File: src/rtl/sound_arbiter_pkg.sv
// Shared constants, state encoding and helpers for the sound-engine arbiter.
// Latency: n/a (declarations only).
// Backpressure: n/a.
package sound_arbiter_pkg;

    localparam int OCTAVE_BITS = 3;
    localparam int NOTE_BITS   = 4;
    localparam int LENGTH_BITS = 3;

    // Requester indices, in descending priority order.
    localparam int SRC_LIVE = 0;
    localparam int SRC_REC  = 1;
    localparam int SRC_SONG = 2;
    localparam int NUM_SRC  = 3;

    localparam logic [NUM_SRC-1:0] LIVE_ONEHOT  = 3'b001;
    localparam logic [15:0]        NOTE_CNT_MAX = 16'hFFFF;

    typedef enum logic [1:0] {
        ST_IDLE  = 2'd0,
        ST_START = 2'd1,
        ST_PLAY  = 2'd2,
        ST_GAP   = 2'd3
    } state_t;

    function automatic logic [15:0] sat_inc16(input logic [15:0] v);
        return (v == NOTE_CNT_MAX) ? v : v + 16'd1;
    endfunction

endpackage

File: src/rtl/sound_arbiter_prio_pick3.sv
// Fixed-priority picker: bit 0 wins, then bit 1, then bit 2; one-hot plus index.
// Latency: combinational.
// Backpressure: none; pure function of req.
// Ports: req in [2:0]; pick out one-hot [2:0]; idx out [1:0]; any out (some req high).
module prio_pick3
    import sound_arbiter_pkg::*;
(
    input  logic [2:0] req,
    output logic [2:0] pick,
    output logic [1:0] idx,
    output logic       any
);

    always_comb begin
        pick = 3'b000;
        idx  = 2'd0;
        if (req[SRC_LIVE]) begin
            pick = 3'b001;
            idx  = 2'(SRC_LIVE);
        end else if (req[SRC_REC]) begin
            pick = 3'b010;
            idx  = 2'(SRC_REC);
        end else if (req[SRC_SONG]) begin
            pick = 3'b100;
            idx  = 2'(SRC_SONG);
        end
    end

    assign any = |req;

endmodule

File: src/rtl/sound_arbiter.sv
// Shares one Sound engine between live hits, record playback and song autoplay.
// Latency: req sampled at edge N -> grant/snd_en/payload visible after edge N.
// Backpressure: requesters hold req+payload until done/abort; arbitration only in IDLE.
// Ports: clk, rst (async, high); en; req[2:0] with packed oct/note/len payloads;
//        grant/done/abort[2:0]; snd_en + latched snd_oct/snd_note/snd_len; snd_over
//        from engine; busy; note_cnt (saturating completed notes); timeout_err (sticky).
module sound_arbiter
    import sound_arbiter_pkg::*;
#(
    parameter int OCT_W         = OCTAVE_BITS,
    parameter int NOTE_W        = NOTE_BITS,
    parameter int LEN_W         = LENGTH_BITS,
    parameter int GAP_CYCLES    = 16,
    parameter int START_TIMEOUT = 1024,
    parameter bit PREEMPT       = 1'b1
) (
    input  logic                  clk,
    input  logic                  rst,
    input  logic                  en,
    input  logic [2:0]            req,
    input  logic [3*OCT_W-1:0]    oct_in,
    input  logic [3*NOTE_W-1:0]   note_in,
    input  logic [3*LEN_W-1:0]    len_in,
    output logic [2:0]            grant,
    output logic [2:0]            done,
    output logic [2:0]            abort,
    output logic                  snd_en,
    output logic [OCT_W-1:0]      snd_oct,
    output logic [NOTE_W-1:0]     snd_note,
    output logic [LEN_W-1:0]      snd_len,
    input  logic                  snd_over,
    output logic                  busy,
    output logic [15:0]           note_cnt,
    output logic                  timeout_err
);

    localparam int WAIT_W = $clog2(START_TIMEOUT + 1);
    localparam int GAP_W  = $clog2(GAP_CYCLES + 1);
    localparam logic [WAIT_W-1:0] WAIT_LAST = WAIT_W'(START_TIMEOUT - 1);
    localparam logic [GAP_W-1:0]  GAP_LAST  = GAP_W'(GAP_CYCLES - 1);

    state_t              state_q, state_d;
    logic [2:0]          grant_q, grant_d;
    logic [2:0]          done_q, done_d;
    logic [2:0]          abort_q, abort_d;
    logic                snd_en_q, snd_en_d;
    logic [OCT_W-1:0]    snd_oct_q, snd_oct_d;
    logic [NOTE_W-1:0]   snd_note_q, snd_note_d;
    logic [LEN_W-1:0]    snd_len_q, snd_len_d;
    logic [15:0]         note_cnt_q, note_cnt_d;
    logic                timeout_err_q, timeout_err_d;
    logic [WAIT_W-1:0]   wait_cnt_q, wait_cnt_d;
    logic [GAP_W-1:0]    gap_cnt_q, gap_cnt_d;
    // Set for the single cycle after a preemption, while snd_en is held low
    // so the engine restarts; snd_over is stale from the aborted note then.
    logic                hold_q, hold_d;

    logic [2:0]          pick;
    logic [1:0]          pick_idx;
    logic                pick_any;
    logic [OCT_W-1:0]    win_oct;
    logic [NOTE_W-1:0]   win_note;
    logic [LEN_W-1:0]    win_len;
    logic                preempt_hit;

    prio_pick3 u_pick (
        .req  (req),
        .pick (pick),
        .idx  (pick_idx),
        .any  (pick_any)
    );

    always_comb begin
        win_oct  = '0;
        win_note = '0;
        win_len  = '0;
        for (int i = 0; i < NUM_SRC; i++) begin
            if (pick_idx == 2'(i)) begin
                win_oct  = oct_in[i*OCT_W +: OCT_W];
                win_note = note_in[i*NOTE_W +: NOTE_W];
                win_len  = len_in[i*LEN_W +: LEN_W];
            end
        end
    end

    // A live hit may take the engine from record or song, never from another live note.
    assign preempt_hit = PREEMPT && req[SRC_LIVE] && !grant_q[SRC_LIVE];

    always_comb begin
        state_d       = state_q;
        grant_d       = grant_q;
        done_d        = '0;
        abort_d       = '0;
        snd_en_d      = snd_en_q;
        snd_oct_d     = snd_oct_q;
        snd_note_d    = snd_note_q;
        snd_len_d     = snd_len_q;
        note_cnt_d    = note_cnt_q;
        timeout_err_d = timeout_err_q;
        wait_cnt_d    = wait_cnt_q;
        gap_cnt_d     = gap_cnt_q;
        hold_d        = 1'b0;

        if (!en) begin
            // grant_q is nonzero only while a note is owned, so this is the abort pulse.
            abort_d    = grant_q;
            state_d    = ST_IDLE;
            grant_d    = '0;
            snd_en_d   = 1'b0;
            snd_oct_d  = '0;
            snd_note_d = '0;
            snd_len_d  = '0;
            note_cnt_d = '0;
            wait_cnt_d = '0;
            gap_cnt_d  = '0;
        end else begin
            case (state_q)
                ST_IDLE: begin
                    if (pick_any) begin
                        state_d    = ST_START;
                        grant_d    = pick;
                        snd_en_d   = 1'b1;
                        snd_oct_d  = win_oct;
                        snd_note_d = win_note;
                        snd_len_d  = win_len;
                        wait_cnt_d = '0;
                    end
                end
                ST_START, ST_PLAY: begin
                    if (state_q == ST_PLAY && snd_over) begin
                        // Completion wins over a simultaneous preemption.
                        done_d     = grant_q;
                        note_cnt_d = sat_inc16(note_cnt_q);
                        state_d    = ST_GAP;
                        grant_d    = '0;
                        snd_en_d   = 1'b0;
                        gap_cnt_d  = '0;
                    end else if (preempt_hit) begin
                        abort_d    = grant_q;
                        grant_d    = LIVE_ONEHOT;
                        snd_en_d   = 1'b0;
                        snd_oct_d  = oct_in[SRC_LIVE*OCT_W +: OCT_W];
                        snd_note_d = note_in[SRC_LIVE*NOTE_W +: NOTE_W];
                        snd_len_d  = len_in[SRC_LIVE*LEN_W +: LEN_W];
                        state_d    = ST_START;
                        wait_cnt_d = '0;
                        hold_d     = 1'b1;
                    end else if (state_q == ST_START) begin
                        if (hold_q) begin
                            snd_en_d = 1'b1;
                        end else if (!snd_over) begin
                            state_d = ST_PLAY;
                        end else if (wait_cnt_q == WAIT_LAST) begin
                            abort_d       = grant_q;
                            timeout_err_d = 1'b1;
                            state_d       = ST_GAP;
                            grant_d       = '0;
                            snd_en_d      = 1'b0;
                            gap_cnt_d     = '0;
                        end else begin
                            wait_cnt_d = wait_cnt_q + WAIT_W'(1);
                        end
                    end
                end
                ST_GAP: begin
                    if (gap_cnt_q == GAP_LAST) begin
                        state_d = ST_IDLE;
                    end else begin
                        gap_cnt_d = gap_cnt_q + GAP_W'(1);
                    end
                end
                default: state_d = ST_IDLE;
            endcase
        end
    end

    always_ff @(posedge clk or posedge rst) begin
        if (rst) begin
            state_q       <= ST_IDLE;
            grant_q       <= '0;
            done_q        <= '0;
            abort_q       <= '0;
            snd_en_q      <= 1'b0;
            snd_oct_q     <= '0;
            snd_note_q    <= '0;
            snd_len_q     <= '0;
            note_cnt_q    <= '0;
            timeout_err_q <= 1'b0;
            wait_cnt_q    <= '0;
            gap_cnt_q     <= '0;
            hold_q        <= 1'b0;
        end else begin
            state_q       <= state_d;
            grant_q       <= grant_d;
            done_q        <= done_d;
            abort_q       <= abort_d;
            snd_en_q      <= snd_en_d;
            snd_oct_q     <= snd_oct_d;
            snd_note_q    <= snd_note_d;
            snd_len_q     <= snd_len_d;
            note_cnt_q    <= note_cnt_d;
            timeout_err_q <= timeout_err_d;
            wait_cnt_q    <= wait_cnt_d;
            gap_cnt_q     <= gap_cnt_d;
            hold_q        <= hold_d;
        end
    end

    assign grant       = grant_q;
    assign done        = done_q;
    assign abort       = abort_q;
    assign snd_en      = snd_en_q;
    assign snd_oct     = snd_oct_q;
    assign snd_note    = snd_note_q;
    assign snd_len     = snd_len_q;
    assign note_cnt    = note_cnt_q;
    assign timeout_err = timeout_err_q;
    assign busy        = (state_q != ST_IDLE);

endmodule

File: config.mk
export PLATFORM = sky130hd
export DESIGN_NAME = sound_arbiter
export DESIGN_NICKNAME = d
export VERILOG_FILES = /design/src/rtl/sound_arbiter_pkg.sv /design/src/rtl/sound_arbiter_prio_pick3.sv /design/src/rtl/sound_arbiter.sv
export SDC_FILE = /design/constraint.sdc
export NUM_CORES = 1
export LEC_CHECK = 0
export CORE_ASPECT_RATIO = 0.6
export CORE_MARGIN = 1
export CORE_UTILIZATION = 39
export DETAILED_ROUTE_END_ITERATION = 10
export GPL_ROUTABILITY_DRIVEN = 1
export PLACE_DENSITY = 0.64
export SLEW_MARGIN = 25
export SYNTH_ARGS = -nofsm -noshare
export SYNTH_HDL_FRONTEND = slang
export SYNTH_SLANG_ARGS = --single-unit
export TNS_END_PERCENT = 20
File: constraint.sdc
create_clock -name clk -period 2.6 [get_ports clk]
set_input_delay 0.26 -clock clk [delete_from_list [all_inputs] [get_ports clk]]
set_output_delay 0.26 -clock clk [all_outputs]
set_load 0.01 [all_outputs]
* Yosys cells after proc, flatten, opt, wreduce, memory -nomap -nowiden
Cells that the tools add are included.
** Word-level totals
- Input bits :: 37
- Register bits after elaboration :: 56
- Logic and storage cells :: 164
** Operators by class
- Eq/ne operators :: 34
- Bitwise logic cells :: 3
- Muxes and demuxes :: 95
- Add/sub/neg operators :: 3
- Reduce and logical (&&, ||, !) cells :: 16
** Operators by type and width (count)
- $mux 3 :: 36
- $mux 11 :: 8
- $mux 16 :: 4
- $mux 5 :: 8
- $ne 4x4->1 const B :: 9
- $mux 4 :: 7
- $mux 2 :: 12
- $pmux 11 s2 :: 1
- $ne 5x5->1 const B :: 4
- $ne 6x6->1 const B :: 3
- $pmux 3 s2 :: 3
- $add 16x1->16 const B :: 1
- $eq 16x16->1 const B :: 1
- $ne 3x3->1 const B :: 5
- $reduce_and 7->1 :: 2
- $mux 1 :: 12
- $add 11x1->11 const B :: 1
- $eq 11x10->1 const B :: 1
- $pmux 5 s2 :: 1
- $reduce_and 5->1 :: 2
- $pmux 4 s2 :: 1
- $reduce_and 8->1 :: 1
- $eq 2x2->1 const B :: 3
- $ne 3x1->1 const B :: 2
- 17 further kinds :: 23

* Depth between registers and ports, before layout
- Word-level depth :: 10
- Gate-level depth with buffers :: 9
- Depth with buffers taken out :: 7

* Cells and area by module
Synthesis repeated with hierarchy kept, for this count alone.
** Unflattened totals
- Cells, all modules :: 364
- Area total of the unflattened synthesis :: 3360.7 µm²
** Modules (own cells, without submodules)
- sound_arbiter :: sequential area each 1401.3 µm², cells an instance 358, area each 3318.2 µm², times used 1
- prio_pick3 :: sequential area each 0.0 µm², cells an instance 6, area each 42.5 µm², times used 1

* Worst setup path before layout
Ideal clock, no wire load.
- Kind :: register -> register
- Start :: reg state_q[0]
- End :: reg state_q[0]
- Path buffers :: 1
- Library setup time :: 125 ps
- Period minus slack after synthesis :: 2126 ps
- Path slack :: 474 ps
- Cell stages (with the launch flop) :: 9
- Data arrival time :: 2002 ps
- Path through :: dfrtp_1 inv_1 ha_1 buf_2 nand2_1 nor2_1 nand2_1 o211ai_1 mux2_2
** On the way
- Word-level cells in the longest chain between the ends :: 5
- Elaborated cells between the ends (all ways) :: 15
- Classes of those cells :: eq/ne (8); mux (3); reduce/logical (4)
** RTL lines
- start: declaration :: line sound_arbiter.sv:42 : state_t state_q, state_d;
- start signal: assignment :: line sound_arbiter.sv:193 : state_q <= state_d;
- $eq 2x2->1 :: line sound_arbiter.sv:117, sound_arbiter.sv:130
- $logic_and 1x1->1 :: line sound_arbiter.sv:130 : if (state_q == ST_PLAY && snd_over) begin
- $mux 2 :: line sound_arbiter.sv:130
- $pmux 2 s3 :: line sound_arbiter.sv:117 : case (state_q)
- $mux 2 :: line sound_arbiter.sv:104 : if (!en) begin
Parallel ways exist; a longest one is shown, timed or not.
A chain may end at the register's enable or synchronous reset.

* Worst setup path after layout
- Start :: reg state_q[0]
- End :: reg wait_cnt_q[5]
** On the way
- Word-level cells in the longest chain between the ends :: 4
- Elaborated cells between the ends (all ways) :: 15
- Classes of those cells :: eq/ne (9); mux (2); reduce/logical (4)
** RTL lines
- $eq 2x2->1 or $eq 2x1->1 (tied branches) :: line sound_arbiter.sv:117, sound_arbiter.sv:130, sound_arbiter.sv:148
- $reduce_or 2->1 or $logic_and 1x1->1 (tied branches) :: line sound_arbiter.sv:117, sound_arbiter.sv:130
- $ne 4x4->1 (no source line) (tied with other cells)
- $reduce_and 7->1 (no source line) or $mux 11 (tied branches)
- end signal: assignment :: line sound_arbiter.sv:203 : wait_cnt_q <= wait_cnt_d;
- end: declaration :: line sound_arbiter.sv:52 : logic [WAIT_W-1:0] wait_cnt_q, wait_cnt_d;
Parallel ways exist; a longest one is shown, timed or not.

==> results by group <==
Logic synthesis
  – Ys async rst share: 100%
  – Post-synth EDFFs: 0
  – Ys Warns: 0
  – #FFs+latches synth: 56
  – Avg Cell Area, Syn: 9.11 um^2
  – Sequential element share of the synthesized area: 43.4%
  – Synthesized area: 0.00323 mm^2
  – Syn Inst Count: 354
  – Ys flop type: dfrtp_1
  – Syn_nets: 401
  – Post-synthesis cell type count: 62

STA
  – Setup ws final: 0.284 ns
  – RSZ-0062 raised after global routing: false
  – Layout Skew: 0.0110 ns
  – Slew @ Worst Pin: 0.630 ns
  – Relative slew slack: 58.0%
  – Final Hold Viols: 0
  – Fmax: 0.432 GHz
  – Min Tclk post-route: 2.32 ns
  – Setup violations, final: 0
  – Worst hold slack: 0.352 ns
  – Setup TNS: 0 ns
  – Final Slew Violations: 0
  – Crit share post-route: 89.1%

Clock network
  – Longest Clk Path Bufs: 2
  – Root Buffer: clkbuf_16
  – Post-CTS Resized: 0
  – H-tree Lvls: 2
  – Cts hold-fix bufs: 0
  – Reg clk slew, reported paths: 0.08 ns
  – Postcts setup bufs: 0
  – CTS Buf Count: 5
  – Clk sinks: 56
  – CTS tree: built
  – Clk_lat worst skew: 0.30 ns

Die
  – Initial Util: 40.6%
  – Die area: 0.00865 mm^2
  – I/O pins: 75
  – Chip Width: 119 um
  – Die Height: 72.4 um
  – Core area: 0.00795 mm^2
  – Placement Rows: 25

Finish
  – P&R area growth vs syn: 32.7%
  – Commonest non-fill, non-tap cell in the layout: clkdlybuf4s50_1
  – Layout cells sized above 1: 8.10%
  – Final non-filler cell total: 540
  – Layout fillers: 751
  – Antenna diodes: 0
  – Util after Layout: 53.9%
  – Nets: 478
  – Most frequent cells in the layout: clkdlybuf4s50_1 (74), dfrtp_1 (56), nor2_1 (38), nand2_1 (35), o21ai_0 (28)

GRT
  – Initial antenna violation count: 0
  – Grt total ovfl: 0
  – Largest net degree at the start of global routing: 30
  – Tot GR Track Use: 20.9%
  – First-pass GRT wire length: 14.0 mm
  – Vias in the first global route: 2717

Routing
  – WL/cell: 15.9 um
  – DRT antenna net count: 0
  – Drt total wl: 8.56 mm
  – First drt pass iteration count: 5
  – Routed vias/inst: 5.47
  – DR iter-0 viols: 226
  – DR DRC count: 0
  – DR vias: 2952

Job
  – MaxCap Viol Count: 0

Placed design
  – Port Buffer Count: 74
  – Placement Setup Slack: 0.232 ns
  – Detailed-placement wirelength estimate: 6.36 mm
  – Final Wtd Congestion: 0.860
  – Cells after DPL: 532

Worst setup path
  – Crit path kind: reg -> reg
  – Max FO, Critical Path: 11
  – Crit path required time: 2.80 ns
  – CP cell instances: inv_1 -> ha_1 -> and3_1 -> a2111oi_4 -> o2111ai_2 -> o41ai_1
  – Max incr delay on CP: 0.44 ns
  – CP max-delay cell: ha_1
  – CP arrival: 2.51 ns
  – Crit path max-delay family: compound AO/OA/AOI/OAI gates
  – Buf+Inv Stages, Crit Path: 1
  – Startpoint Class: register
  – Nature of the critical path endpoint: register

Pwr
  – Cell Pwr Density: 714 mW/mm^2
  – Int Power: 1.93 mW
  – Flop pwr share: 35.7%
  – Sw Share: 36.9%
  – Clock power share: 22.5%
  – Sw power: 1.13 mW
  – Comb power frac: 41.8%
  – Peak VDD IR: 0.313 mV
  – Leakage: 1.80 nW

Min path
  – Min-Delay Path Class: in -> async

Run status
  – Status: finished, final reports clean
==> synthesized netlist by cell type (all sizes together) (2+ instances only) <==
cell type  instances  area, um^2
a41oi              2        17.5
o41ai              3        26.3
o31ai              6        45.0
dfrtp             56        1400
and2               7        45.1
nand2             35         131
o211ai             3        27.5
ha                10         125
nand2b             8        50.1
o21a               4        30.0
buf                8        45.0
mux2i             16         160
o22ai              5        31.3
nor2              38         143
a2111oi            2        36.3
and3              10        63.8
clkbuf             7        26.3
o21ai             29         145
or2                2        12.5
nor2b              5        31.3
nand3             17        85.1
nand4              5        31.3
o2111ai            2        23.8
or4b               2        20.0
xor2               4        35.0
a31oi              8        50.1
a21oi             18        90.1
inv               15        58.8
mux2               2        22.5
and4               2        17.5
==> per-stage QoR <==
| stage | power [mW] | area, um^2 |
|---|---|---|
| 6_report | 3.05 | 4280 |
| 5_1_grt | 3.24 | 4280 |
| 4_1_cts | 3.07 | 4280 |
| 3_5_place_dp | 2.37 | 4130 |
| 3_3_place_gp | 2.35 | 4130 |
| 2_1_floorplan | 1.83 | 3230 |
==> registers in the layout (all words and copies together), names as in the netlist <==
| signal | flops |
|---|---|
| hold_q | 1 |
| snd_en | 1 |
| snd_oct | 3 |
| abort | 3 |
| timeout_err | 1 |
| grant | 3 |
| snd_len | 3 |
| snd_note | 4 |
| state_q | 2 |
| done | 3 |
| wait_cnt_q | 11 |
| gap_cnt_q | 5 |
| note_cnt | 16 |
==> power groups by stage <==
stage          registers (mW)  logic, mW  clock network [mW]
2_1_floorplan            1.13      0.702                   0
3_3_place_gp             1.10       1.25                   0
3_5_place_dp             1.10       1.26                   0
4_1_cts                  1.09       1.27               0.709
5_1_grt                  1.11       1.39               0.743
6_report                 1.09       1.28               0.686
==> per-layer routing <==
| layer | vias to the layer above | track usage (%) | wire length, um |
|---|---|---|---|
| li1 | 1434 | - | - |
| met1 | 1392 | 31.7 | 4400 |
| met2 | 109 | 29.3 | 3420 |
| met3 | 17 | 6.05 | 652 |
| met4 | 0 | 4.03 | 86 |
| met5 | - | 0 | 0 |
==> path summary, 6_finish.rpt <==
kind                                              from                   endpoint  slack (ns)  cells past startpoint
max in group asynchronous                          rst         snd_en$_DFFE_PP0P_        1.67                      3
worst min-delay path                               rst   note_cnt[13]$_DFFE_PP0P_        0.35                      2
worst max-delay path            state_q[0]$_DFFE_PP0P_  wait_cnt_q[5]$_DFFE_PP0P_        0.28                      6
min in group clk                snd_len[2]$_DFFE_PP0P_     snd_len[2]$_DFFE_PP0P_        0.48                      2
worst min register to register  snd_len[2]$_DFFE_PP0P_     snd_len[2]$_DFFE_PP0P_        0.48                      2
worst max register to register  state_q[0]$_DFFE_PP0P_  wait_cnt_q[5]$_DFFE_PP0P_        0.28                      6
==> cells by family (layout without fill, tap and decap cells) <==
logic type                 count (synthesis)  after routing  share of synthesized area, %
DFF                                       56             56                          43.4
adders and majority gates                 10             10                          3.88
and+or+nand+nor                          140            140                          21.8
buffers and inverters                     30            108                          4.03
xor gates and xnor gates                   5              5                          1.36
AOI/OAI and AO/OA                         95             95                          19.8
muxes                                     18             18                          5.66
==> cell type report <==
| class | instances | area [um^2] | area share, % |
|---|---|---|---|
| Multi-Input combinational cell | 268 | 1700 | 39.7 |
| Sequential cell | 56 | 1400 | 32.7 |
| Timing Repair Buffer | 85 | 836 | 19.5 |
| Tap cell | 108 | 135 | 3.16 |
| Clock buffer | 5 | 125 | 2.92 |
| Inverter | 15 | 58.8 | 1.37 |
| Clock inverter | 3 | 23.8 | 0.556 |
(Power assumes the default switching activity.)
